$ cat config.mk
export PLATFORM = sky130hd
export DESIGN_NAME = pipe_hazard_ctrl
export DESIGN_NICKNAME = d
export VERILOG_FILES = /design/src/rtl/pipe_ctrl_pkg.sv /design/src/rtl/hazard_detect.sv /design/src/rtl/pipe_hazard_ctrl.sv
export SDC_FILE = /design/constraint.sdc
export NUM_CORES = 1
export LEC_CHECK = 0
export ABC_AREA = 1
export BUFFER_PORTS_ARGS = -buffer_cell sky130_fd_sc_hd__buf_2
export CAP_MARGIN = 20
export CELL_PAD_IN_SITES_DETAIL_PLACEMENT = 1
export CELL_PAD_IN_SITES_GLOBAL_PLACEMENT = 2
export CORE_AREA = 2 2 74 83
export DETAILED_ROUTE_END_ITERATION = 6
export DIE_AREA = 0 0 76 85
export PLACE_DENSITY_LB_ADDON = 0.25
export SLEW_MARGIN = 20
export SYNTH_ARGS = -nofsm -noshare
export SYNTH_HDL_FRONTEND = slang
export SYNTH_HIERARCHICAL = 1
export SYNTH_SLANG_ARGS = --single-unit
export TNS_END_PERCENT = 1
$ cat constraint.sdc
create_clock -name clk -period 2.47 [get_ports clk]
set_input_delay 0.741 -clock clk [delete_from_list [all_inputs] [get_ports clk]]
set_output_delay 0.741 -clock clk [all_outputs]
set_load 0.1 [all_outputs]
$ cat src/rtl/pipe_ctrl_pkg.sv
// Shared types and constants for the pipeline stall/flush sequencer.
// State encoding and the per-stage control bundle live here.
package pipe_ctrl_pkg;

    typedef enum logic [1:0] {
        RUN    = 2'd0,
        DRAIN  = 2'd1,
        HALTED = 2'd2
    } state_t;

    localparam int unsigned DRAIN_CYCLES_DEF = 3;

    typedef struct packed {
        logic pc_we;
        logic ifid_we;
        logic ifid_flush;
        logic idex_we;
        logic idex_flush;
        logic exmem_we;
        logic memwb_we;
    } ctrl_t;

    localparam ctrl_t CTRL_RUN = 7'b11_0_1_0_11;
    localparam ctrl_t CTRL_RST = 7'b00_1_0_1_00;
    localparam ctrl_t CTRL_OFF = 7'b00_0_0_0_00;

endpackage

$ cat src/rtl/hazard_detect.sv
// Load-use comparator: the ID instruction reads the register
// the load currently in EX is about to write.
module hazard_detect (
    input  logic [2:0] r1Num_id,
    input  logic [2:0] r2Num_id,
    input  logic       r1Used_id,
    input  logic       r2Used_id,
    input  logic [2:0] regWriteNum_ex,
    input  logic       regWriteEnable_ex,
    input  logic       memReadEnable_ex,
    output logic       lu
);

    logic hit1;
    logic hit2;

    assign hit1 = r1Used_id && (r1Num_id == regWriteNum_ex);
    assign hit2 = r2Used_id && (r2Num_id == regWriteNum_ex);
    assign lu   = memReadEnable_ex && regWriteEnable_ex && (hit1 || hit2);

endmodule

$ cat src/rtl/pipe_hazard_ctrl.sv
// Stall/flush sequencer for the five-stage pipeline, with halt
// drain and a saturating stall-cycle counter.
module pipe_hazard_ctrl
    import pipe_ctrl_pkg::*;
#(
    parameter int unsigned DRAIN_CYCLES = DRAIN_CYCLES_DEF,
    parameter int unsigned CNT_W        = 16
) (
    input  logic             clk,
    input  logic             rst,
    input  logic [2:0]       r1Num_id,
    input  logic [2:0]       r2Num_id,
    input  logic             r1Used_id,
    input  logic             r2Used_id,
    input  logic             halt_id,
    input  logic [2:0]       regWriteNum_ex,
    input  logic             regWriteEnable_ex,
    input  logic             memReadEnable_ex,
    input  logic             redirect_ex,
    input  logic             imem_busy,
    input  logic             dmem_busy,
    input  logic             stall_cnt_clr,
    output logic             pc_we,
    output logic             ifid_we,
    output logic             ifid_flush,
    output logic             idex_we,
    output logic             idex_flush,
    output logic             exmem_we,
    output logic             memwb_we,
    output logic             halted,
    output logic [CNT_W-1:0] stall_cnt
);

    localparam logic [2:0] DRAIN_INIT = 3'(DRAIN_CYCLES);

    state_t           state_q;
    state_t           state_d;
    logic [2:0]       drain_q;
    logic [2:0]       drain_d;
    logic [CNT_W-1:0] stall_q;
    logic             lu;
    logic             stall_inc;
    ctrl_t            ctrl;

    hazard_detect u_hazard_detect (
        .r1Num_id          (r1Num_id),
        .r2Num_id          (r2Num_id),
        .r1Used_id         (r1Used_id),
        .r2Used_id         (r2Used_id),
        .regWriteNum_ex    (regWriteNum_ex),
        .regWriteEnable_ex (regWriteEnable_ex),
        .memReadEnable_ex  (memReadEnable_ex),
        .lu                (lu)
    );

    always_ff @(posedge clk or negedge rst) begin
        if (!rst) begin
            state_q <= RUN;
            drain_q <= 3'd0;
        end else begin
            state_q <= state_d;
            drain_q <= drain_d;
        end
    end

    always_comb begin
        state_d = state_q;
        drain_d = drain_q;
        unique case (state_q)
            RUN: begin
                if (!dmem_busy && !redirect_ex && !lu && halt_id) begin
                    state_d = DRAIN;
                    drain_d = DRAIN_INIT;
                end
            end
            DRAIN: begin
                if (!dmem_busy) begin
                    drain_d = drain_q - 3'd1;
                    if (drain_q == 3'd1)
                        state_d = HALTED;
                end
            end
            HALTED: ;
            default: state_d = RUN;
        endcase
    end

    always_comb begin
        ctrl      = CTRL_RUN;
        halted    = 1'b0;
        stall_inc = 1'b0;
        if (!rst) begin
            ctrl = CTRL_RST;
        end else begin
            unique case (state_q)
                RUN: begin
                    if (dmem_busy) begin
                        ctrl      = CTRL_OFF;
                        stall_inc = 1'b1;
                    end else if (redirect_ex) begin
                        ctrl.ifid_flush = 1'b1;
                        ctrl.idex_flush = 1'b1;
                    end else if (lu) begin
                        ctrl.pc_we      = 1'b0;
                        ctrl.ifid_we    = 1'b0;
                        ctrl.idex_flush = 1'b1;
                        stall_inc       = 1'b1;
                    end else if (halt_id) begin
                        ctrl.pc_we      = 1'b0;
                        ctrl.ifid_flush = 1'b1;
                    end else if (imem_busy) begin
                        ctrl.pc_we      = 1'b0;
                        ctrl.ifid_flush = 1'b1;
                        stall_inc       = 1'b1;
                    end
                end
                DRAIN: begin
                    ctrl.pc_we      = 1'b0;
                    ctrl.ifid_flush = 1'b1;
                    ctrl.idex_flush = 1'b1;
                    ctrl.exmem_we   = !dmem_busy;
                    ctrl.memwb_we   = !dmem_busy;
                end
                HALTED: begin
                    ctrl   = CTRL_OFF;
                    halted = 1'b1;
                end
                default: ctrl = CTRL_OFF;
            endcase
        end
    end

    always_ff @(posedge clk or negedge rst) begin
        if (!rst)
            stall_q <= '0;
        else if (stall_cnt_clr)
            stall_q <= '0;
        else if (stall_inc && !(&stall_q))
            stall_q <= stall_q + CNT_W'(1);
    end

    assign pc_we      = ctrl.pc_we;
    assign ifid_we    = ctrl.ifid_we;
    assign ifid_flush = ctrl.ifid_flush;
    assign idex_we    = ctrl.idex_we;
    assign idex_flush = ctrl.idex_flush;
    assign exmem_we   = ctrl.exmem_we;
    assign memwb_we   = ctrl.memwb_we;
    assign stall_cnt  = stall_q;

endmodule

==> metrics.cfg, run 1 <==
[run_status]
status = finished with violations
violations = setup timing

[sta]
slew_headroom = 0.658
final-setup-viol-count = 4
setup_slack_ps = -96.9
worstMarginPinSlew_ps = 510
finalMaxSlewViolations = 0
fin_skew_ps = 2.43
period_share = 1.04
finalHoldViolations = 0
rsz0062_at_grt = yes
timing.hold.ws_ps = 282
fmax_mhz = 390
period_needed_ps = 2570

[hold_path]
worstHoldPathType = primary input to async pin

[final_layout]
nets = 312
area_delta_synth_final_pct = 36.1
n_fill_cell = 732
antenna_cells = 0
final_common_cell = nand2_1
mostFrequentLayoutCells = nand2_1, buf_2, nor2_1
drive_above_1_share = 0.281

[global_routing]
grt_overflow = 0
grt_max_degree = 21
grt_usage = 0.154
grt_pass1_wl_mm = 8.08
grt_pass1_vias = 1746
antenna_found_initial = 0

[clock_tree]
cts-htree-levels = 1
cts_sinks = 21
cts_buffer_depth = 2
cts_tree = done
cts_root_buf = clkbuf_8
insertion_delay_ps = 260
cts-buffers-inserted = 3
ctsHoldBuffers = 0
cts_setup_buffers = 0
path_clk_slew_ps = 80

[critical_path]
crit_chain = buf_6, nor2_1, nor2_1, nor2_1, nand2_1, a21oi_2, nor2_2, o31ai_4, buf_12
worstSetupStartpointType = primary input
critical_path_class = primary input to output pin
end_kind = output pin
cp_common_cell = nor2_1
slowest_delay_ps = 220
slowest_stage = o31ai_4
required_ps = 1730
cp_max_fo = 2
cp-startpoint = r2Num_id[2]
worstPathArrival_ps = 1830
r2r_start = stall_cnt[1]

[synth]
syn_area_per_cell_um2 = 6.55
synthMuxAreaShare = 0
synth_compound_area_frac = 0.0761
synth_area_um2 = 1580
synth-seq-area-share = 0.333
synthCells = 241
synth_fa_ha_area_frac = 0.0238
synth_xor_area_frac = 0.0277
synth_nets = 264
synth_cell_types = 28
synth_top_family_by_area = simple AND/OR/NAND/NOR gates
ys_ff_latch = 21
synthSimpleGateAreaFrac = 0.439
yosysWarningCount = 6

[floorplan]
rows = 29
num_io_pins = 44
die_area_um2 = 6460
initial_core_util = 0.281
core_um2 = 5620
die_w_um = 76
die_y_um = 85

[detailed_routing]
drt_iter0_markers = 52
avgViaCountPerCell = 4.52
routed_wirelength_mm = 4.63
vias = 1650
drc = 0
wl_per_cell_um = 12.7
detail-route-antenna-nets = 0
first_pass_iters = 4

[placed_design]
io_buffers = 43
gp_congestion = 0.754
dp_hpwl_mm = 3.72
dpl_worst_slack_ps = -172

[flow_run]
cap_violations = 0

[pwr]
power.leakage_nw = 1.04
power_mw = 0.694
vdd_ir_drop_max_v = 0.000154
p_per_area_nw_per_um2 = 323

[cell usage after synthesis, drive strengths merged]
master	number	area share
nor3	2	0.0063
nand4	12	0.048
nand3b	1	0.0048
clkbuf	1	0.0024
xnor2	1	0.0055
o31ai	3	0.014
nand3	17	0.054
ha	3	0.024
inv	32	0.076
a21oi	7	0.025
clkinv	1	0.0024
buf	4	0.020
nand2	83	0.20
dfrtp	21	0.33
xor2	4	0.022
o21ai	7	0.022
o41ai	1	0.0055
o21bai	2	0.0095
nor2	38	0.12
or2	1	0.0040
[registers in the layout, indices dropped and copies added (netlist names)]
register	flops
stall_cnt	16
drain_q	3
state_q	2
[cells by family (layout without fill, tap and decap cells)]
family                     Yosys count  in the layout
xor gates and xnor gates             5              5
DFF                                 21             21
AOI/OAI and AO/OA                   20             20
buffers and inverters               38             85
and+or+nand+nor                    154            154
adders and majority gates            3              3
[power by group]
| group | leakage [nW] | switching [mW] | internal (mW) |
|---|---|---|---|
| clock | 0.0255 | 0.123 | 0.112 |
| sequential | 0.281 | 0.000457 | 0.344 |
| combinational | 0.736 | 0.0724 | 0.0415 |
[repair_timing]
item | CTS | global route
pin swaps | 9 | 3
resized for setup | 8 | 4
endpoints found under the setup margin | 4 | 4
[final timing paths]
kind | to | slack (ps) | cells after the start
worst max-delay path | idex_flush | -100 | 9
worst min-delay path | state_q[1] | 280 | 1
worst max register to register | stall_cnt[10] | 800 | 9
worst min register to register | state_q[1] | 560 | 1
max in group asynchronous | stall_cnt[9] | 1690 | 2
min in group clk | state_q[1] | 560 | 1
[cell type report]
cell class                      instances  area, um2  area share
Inverter                               33        124      0.0576
Clock buffer                            3       41.3      0.0192
Timing Repair Buffer                   48        404       0.188
Clock inverter                          1       5.00     0.00233
Tap cell                               77       96.3      0.0448
Sequential cell                        21        526       0.244
Multi-Input combinational cell        182        953       0.444
[layer usage]
layer,vias to the layer above,GRT usage,part of all wire,routed length [um]
met2,35,0.290,0.51,2360
met1,756,0.179,0.43,1990
met5,-,0,0,0
met3,2,0.0340,0.052,241
li1,857,-,-,-
met4,0,0.0347,0.0073,34
[per-stage QoR]
step / std cells / setup TNS [ps] / utilization / instance area (um2)
5_1_grt: 365 / -818 / 0.382 / 2150
6_report: 365 / -253 / 0.382 / 2150
3_5_place_dp: 361 / -485 / 0.367 / 2060
2_1_floorplan: 241 / -1510 / - / 1630
3_3_place_gp: 361 / -411 / 0.367 / 2060
4_1_cts: 365 / -442 / 0.381 / 2140
[worst max-delay path: cells and delay by family]
| kind | cells | cell delay [ps] |
|---|---|---|
| AO/OA/AOI/OAI | 2 | 410 |
| buffers and inverters | 2 | 300 |
| AND/OR/NAND/NOR | 5 | 370 |
Note: power is estimated with default switching activity, not from simulation.
==> run 2: changes to the inputs <==
--- a/config.mk
+++ b/config.mk
@@ -5,14 +5,14 @@
 export SDC_FILE = /design/constraint.sdc
 export NUM_CORES = 1
 export LEC_CHECK = 0
-export ABC_AREA = 1
 export BUFFER_PORTS_ARGS = -buffer_cell sky130_fd_sc_hd__buf_2
 export CAP_MARGIN = 20
 export CELL_PAD_IN_SITES_DETAIL_PLACEMENT = 1
 export CELL_PAD_IN_SITES_GLOBAL_PLACEMENT = 2
-export CORE_AREA = 2 2 74 83
+export CORE_AREA = 2 2 68 76
 export DETAILED_ROUTE_END_ITERATION = 6
-export DIE_AREA = 0 0 76 85
+export DIE_AREA = 0 0 70 78
+export HOLD_SLACK_MARGIN = 0.12
 export PLACE_DENSITY_LB_ADDON = 0.25
 export SLEW_MARGIN = 20
 export SYNTH_ARGS = -nofsm -noshare
==> run 2 against run 1 <==
  * The run still ends with setup timing left
  * Wire length fell by 11%
  * Sequential power rose by 34%
  * Fmax fell by 5.5%
  * Clock-buffer cell count did not move
  * Utilization rose by 6.4 points
  * Setup slack got worse by 150 ps
  * Sequential cell count did not move
  * Combinational power rose to 5.8 times the previous value
  * Via count fell by 17%
  * Largest power group is now combinational logic
==> metrics.cfg, run 2 <==
[global_routing]
grt_overflow = 0  ; unchanged
grt_pass1_wl_mm = 6.95  ; -14%
antenna_found_initial = 0  ; unchanged
grt_max_degree = 18  ; -14%
grt_pass1_vias = 1444  ; -17%
grt_usage = 0.159  ; +0.00443

[detailed_routing]
drc = 0  ; unchanged
avgViaCountPerCell = 5.22  ; +15%
topRoutingLayerUsed = met4
detail-route-antenna-nets = 0  ; unchanged
drt_iter0_markers = 38  ; -27%
wl_met2_mm = 2.11  ; -11%
routed_wirelength_mm = 4.11  ; -11%
vias = 1373  ; -17%
wl_per_cell_um = 15.6  ; +23%
wl_met1_mm = 1.73  ; -13%
first_pass_iters = 4  ; unchanged
route.met3.wl_um = 165  ; -32%

[critical_path]
end_kind = output pin
slowest_stage = buf_12
critPathTopFamily = buffers and inverters
cp_max_fo = 3  ; +1
worstSetupStartpointType = primary input
crit_chain = buf_6, xnor2_2, nand4_1, a21oi_2, buf_4, nor2_4, nor2_4, nor2_4, o21ai_4, buf_12
cp_common_cell = nor2_4
required_ps = 1730  ; about the same
path_buf_inv = 3  ; +1
worstPathArrival_ps = 1980  ; +150 ps
slowest_delay_ps = 190  ; -30 ps
critical_path_class = primary input to output pin

[synth]
synthTopCellsByCount = nor2_1, dfrtp_1, xnor2_1
async_reset_ff_frac = 1.00  ; unchanged
yosysTopAreaCell = dfrtp_1
yosysWarningCount = 6  ; unchanged
synth_area_um2 = 1400  ; -11%
ys.flop_type = dfrtp_1
yosysMostFrequentCell = nor2_1
synth_top_area_frac = 0.376  ; +0.0429
ys_top_cells_by_area = dfrtp_1, xnor2_1, nor2_1, a21oi_1, ha_1
synth_cell_types = 44  ; +57%
ys_ff_latch = 21  ; unchanged
syn_area_per_cell_um2 = 8.91  ; +36%
synth_nets = 180  ; -32%
synthCells = 157  ; -35%
synth-seq-area-share = 0.376  ; +0.0429
synth_edf_count = 0  ; unchanged

[floorplan]
core_um2 = 4620  ; -18%
num_io_pins = 44  ; unchanged
die_area_um2 = 5460  ; -15%
rows = 26  ; -10%
die_y_um = 78  ; -8.2%
initial_core_util = 0.303  ; +0.0221
die_w_um = 70  ; -7.9%

[run_status]
status = finished with violations
violations = setup timing

[final_layout]
post-route-util = 0.446  ; +0.0642
nets = 231  ; -26%
mostFrequentLayoutCells = buf_2, nor2_1, dfrtp_1
largest_register_ff_count = 16  ; unchanged
antenna_cells = 0  ; unchanged
drive_above_1_share = 0.406  ; +0.125
n_fill_cell = 547  ; -25%
area_delta_synth_final_pct = 47.4
final_common_cell = buf_2

[clock_tree]
cts_setup_buffers = 0  ; unchanged
insertion_delay_ps = 270  ; about the same
cts_root_buf = clkbuf_8
path_clk_slew_ps = 80  ; about the same
cts_tree = done
cts_sinks = 21  ; unchanged
cts-htree-levels = 1  ; unchanged
cts_buffer_depth = 2  ; unchanged
ctsHoldBuffers = 0  ; unchanged
cts-buffers-inserted = 3  ; unchanged

[sta]
slew_headroom = 0.534  ; -0.123
period_needed_ps = 2720  ; +149 ps
setup_tns_ps = -827  ; -574 ps
period_share = 1.10  ; +0.0604
fmax_mhz = 368  ; -5.5%
setup_slack_ps = -246  ; -149 ps
final-setup-viol-count = 4  ; unchanged
fin_skew_ps = 3.61  ; +1.18 ps
finalHoldViolations = 0  ; unchanged
worstMarginPinSlew_ps = 692  ; +182 ps
finalMaxSlewViolations = 0  ; unchanged
rsz0062_at_grt = yes

[placed_design]
io_buffers = 43  ; unchanged
gp_congestion = 0.893  ; +18%
dp_hpwl_mm = 3.21  ; -14%

[pwr]
vdd_ir_drop_max_v = 0.000274  ; +78%
power_mw = 1.35  ; +95%
p_per_area_nw_per_um2 = 657  ; +100%
power.leakage_nw = 0.915  ; -12%

[hold_path]
worstHoldPathType = primary input to async pin

[flow_run]
cap_violations = 0  ; unchanged

run 2: cell count changes in the layout (fill, tap and decap cells not counted), sizes merged, moves of 5 or more:
cell / before / now
buf: 48 / 53
xnor2: 1 / 16
inv: 32 / 9
nor2: 38 / 26
nand4: 12 / 6
nand2: 83 / 6
nand3: 17 / 7
run 2: cell families (layout without fill, tap and decap cells):
group / Yosys count / count (layout) / share of synthesized area
buf+inv: 16 / 66 / 0.0474
compound gates: 30 / 30 / 0.151
mux: 1 / 1 / 0.00805
simple gates: 70 / 70 / 0.291
xor+xnor: 16 / 16 / 0.100
flops: 21 / 21 / 0.376
fa+ha+maj: 3 / 3 / 0.0268
run 2: per-stage QoR:
step | instances | hold WS [ps] | cell area (um2) | setup slack, ps
floorplan | 157 | 445 | 1460 | -355
global placement | 259 | 488 | 1870 | -390
detailed placement | 259 | 537 | 1870 | -438
CTS | 263 | 462 | 2000 | -333
global route | 263 | 487 | 2060 | -355
finish | 263 | 459 | 2060 | -246
run 2: routing by layer:
metal | track usage | up-vias
met4 | 0.0577 | 0
met5 | 0 | -
li1 | - | 662
met3 | 0.0247 | 9
met1 | 0.191 | 672
met2 | 0.283 | 30
run 2: final timing paths:
kind	startpoint	to	slack, ps	depth (start not counted)
worst min register to register	drain_q[2]	drain_q[2]	540	1
worst max-delay path	regWriteNum_ex[0]	idex_flush	-250	10
min in group clk	drain_q[2]	drain_q[2]	540	1
max in group asynchronous	rst	state_q[1]	1590	3
worst min-delay path	rst	stall_cnt[2]	460	2
worst max register to register	state_q[1]	stall_cnt[10]	480	5
run 2: power breakdown:
group          internal [mW]  switching, mW  total, mW
Combinational          0.239          0.420      0.659
Sequential             0.382         0.0793      0.462
Clock                  0.113          0.122      0.234
run 2: area by class of cell:
cell class / count / area (um2) / share of cell area
flip-flops and latches: 21 / 526 / 0.255
multi-input cells: 120 / 943 / 0.458
inverters: 9 / 33.8 / 0.0164
well taps: 56 / 70.1 / 0.0340
repair buffers: 53 / 443 / 0.215
clock buffers: 3 / 41.3 / 0.0200
clock inverters: 1 / 5.00 / 0.00243
run 2: repair_timing:
action                                  in CTS  in global routing
resized for setup                           18                 14
cloned                                       0                  0
pin swaps                                    9                  7
endpoints found under the setup margin      12                  6
==> run 3: changes to the inputs <==
--- a/config.mk
+++ b/config.mk
@@ -9,9 +9,9 @@
 export CAP_MARGIN = 20
 export CELL_PAD_IN_SITES_DETAIL_PLACEMENT = 1
 export CELL_PAD_IN_SITES_GLOBAL_PLACEMENT = 2
-export CORE_AREA = 2 2 68 76
+export CORE_AREA = 2 2 71 73
 export DETAILED_ROUTE_END_ITERATION = 6
-export DIE_AREA = 0 0 70 78
+export DIE_AREA = 0 0 73 75
 export HOLD_SLACK_MARGIN = 0.12
 export PLACE_DENSITY_LB_ADDON = 0.25
 export SLEW_MARGIN = 20
==> run 3 against run 2 <==
  * The flow still finishes with violations (setup timing)
  * Hold slack better by 5.2 ps
  * Clock power fell by 4%
  * Sequential power hardly changed
==> metrics.cfg, run 3 (same netlist as run 2, synthesis figures left out) <==
[final_layout]
nets = 232  ; +0.43%
largest_register_ff_count = 16  ; unchanged
drive_above_1_share = 0.438  ; +0.0317
antenna_cells = 0  ; unchanged
area_delta_synth_final_pct = 51.1
mostFrequentLayoutCells = buf_2, nor2_1, dfrtp_1
final_common_cell = buf_2

[clock_tree]
cts_root_buf = clkbuf_8
insertion_delay_ps = 260  ; about the same
cts-buffers-inserted = 3  ; unchanged
cts_tree = done
cts_sinks = 21  ; unchanged
cts_buffer_depth = 2  ; unchanged
path_clk_slew_ps = 70  ; about the same
ctsHoldBuffers = 0  ; unchanged
cts-htree-levels = 1  ; unchanged

[detailed_routing]
first_pass_iters = 4  ; unchanged
drt_iter0_markers = 44  ; +16%
wl_met1_mm = 1.67  ; -3.6%
wl_per_cell_um = 15.8  ; +1.4%
route.met3.wl_um = 186  ; +13%
drc = 0  ; unchanged
routed_wirelength_mm = 4.15  ; +1.0%
topRoutingLayerUsed = met4
detail-route-antenna-nets = 0  ; unchanged
avgViaCountPerCell = 5.26  ; +0.75%
wl_met2_mm = 2.27  ; +7.7%
vias = 1378  ; +0.36%

[critical_path]
worstSetupStartpointType = primary input
worstPathArrival_ps = 2000  ; +20 ps
cp_max_fo = 3  ; unchanged
required_ps = 1730  ; about the same
critical_path_class = primary input to output pin
slowest_delay_ps = 220  ; +30 ps
crit_chain = buf_8, xnor2_2, nand4_1, a21oi_2, buf_4, buf_6, nor3_2, o211a_1, buf_12
cp-startpoint = regWriteNum_ex[2]
slowest_stage = o211a_1
path_buf_inv = 4  ; +1
r2r_start = stall_cnt[5]
critPathTopFamily = buffers and inverters
end_kind = output pin

[sta]
finalHoldViolations = 0  ; unchanged
slew_headroom = 0.310  ; -0.224
worstMarginPinSlew_ps = 1030  ; +334 ps
setup_tns_ps = -930  ; -104 ps
fin_skew_ps = 5.19  ; +1.58 ps
setup_slack_ps = -268  ; -21.5 ps
finalMaxSlewViolations = 0  ; unchanged
final-setup-viol-count = 4  ; unchanged
rsz0062_at_grt = yes
fmax_mhz = 365  ; -0.78%
period_needed_ps = 2740  ; +21.5 ps
timing.hold.ws_ps = 464  ; +5.15 ps
period_share = 1.11  ; +0.00869

[floorplan]
die_y_um = 75  ; -3.8%
die_area_um2 = 5480  ; +0.27%
die_w_um = 73  ; +4.3%
rows = 25  ; -3.8%
num_io_pins = 44  ; unchanged
initial_core_util = 0.300  ; -0.00268
core_um2 = 4660  ; +0.89%

[pwr]
p_per_area_nw_per_um2 = 642  ; -2.3%
power.leakage_nw = 0.934  ; +2.1%
vdd_ir_drop_max_v = 0.000294  ; +7.4%

[global_routing]
grt_max_degree = 18  ; unchanged
grt_pass1_wl_mm = 6.77  ; -2.6%
antenna_found_initial = 0  ; unchanged
grt_overflow = 0  ; unchanged
grt_usage = 0.161  ; +0.00190
grt_pass1_vias = 1403  ; -2.8%

[run_status]
violations = setup timing
status = finished with violations

[hold_path]
worstHoldPathType = primary input to async pin

[flow_run]
cap_violations = 0  ; unchanged

[placed_design]
io_buffers = 43  ; unchanged
gp_congestion = 0.734  ; -18%
dp_hpwl_mm = 3.16  ; -1.8%

[run 3: layer usage]
layer | GRT usage | up-vias
met3 | 0.0201 | 2
met4 | 0.0494 | 0
met1 | 0.193 | 678
met5 | 0 | -
li1 | - | 661
met2 | 0.298 | 37
[run 3: stage by stage]
stage | setup WS [ps] | power, mW | cells | instance area [um2] | utilization
2_1_floorplan | -355 | 0.887 | 157 | 1460 | -
3_3_place_gp | -295 | 1.07 | 257 | 1890 | 0.406
3_5_place_dp | -369 | 1.10 | 257 | 1890 | 0.406
4_1_cts | -280 | 1.35 | 262 | 2040 | 0.438
5_1_grt | -353 | 1.44 | 262 | 2110 | 0.453
6_report | -268 | 1.36 | 262 | 2110 | 0.453
[run 3: worst paths after layout]
path                       slack, ps      endpoint  cells after the start
setup / recovery                -270         pc_we                      9
hold / removal                   460  stall_cnt[4]                      2
setup reg to reg                 290  stall_cnt[8]                      5
hold reg to reg                  530    drain_q[2]                      1
max in group asynchronous       1800    state_q[0]                      2
min in group clk                 530    drain_q[2]                      1
[run 3: what timing repair did]
action | in CTS | in global routing
endpoints found under the hold margin | 0 | 0
setup endpoints to repair | 6 | 15
setup buffers | 1 | 0
cloned | 0 | 0
gates resized for setup | 20 | 14
pin swaps | 13 | 9
[run 3: layout make-up]
type                       instances  area [um2]
clock buffer                       3        41.3
fill                             531        2550
multi-input combinational        120         958
tap                               54        67.6
clock inverter                     1        5.00
sequential                        21         526
inverter                           9        33.8
timing repair buffer              54         482
[run 3: power by group]
part,switching [mW],leakage (nW),internal (mW),total [mW]
Combinational,0.419,0.626,0.250,0.669
Clock,0.113,0.0255,0.112,0.225
Sequential,0.0794,0.283,0.382,0.462
Total,0.612,0.934,0.745,1.36
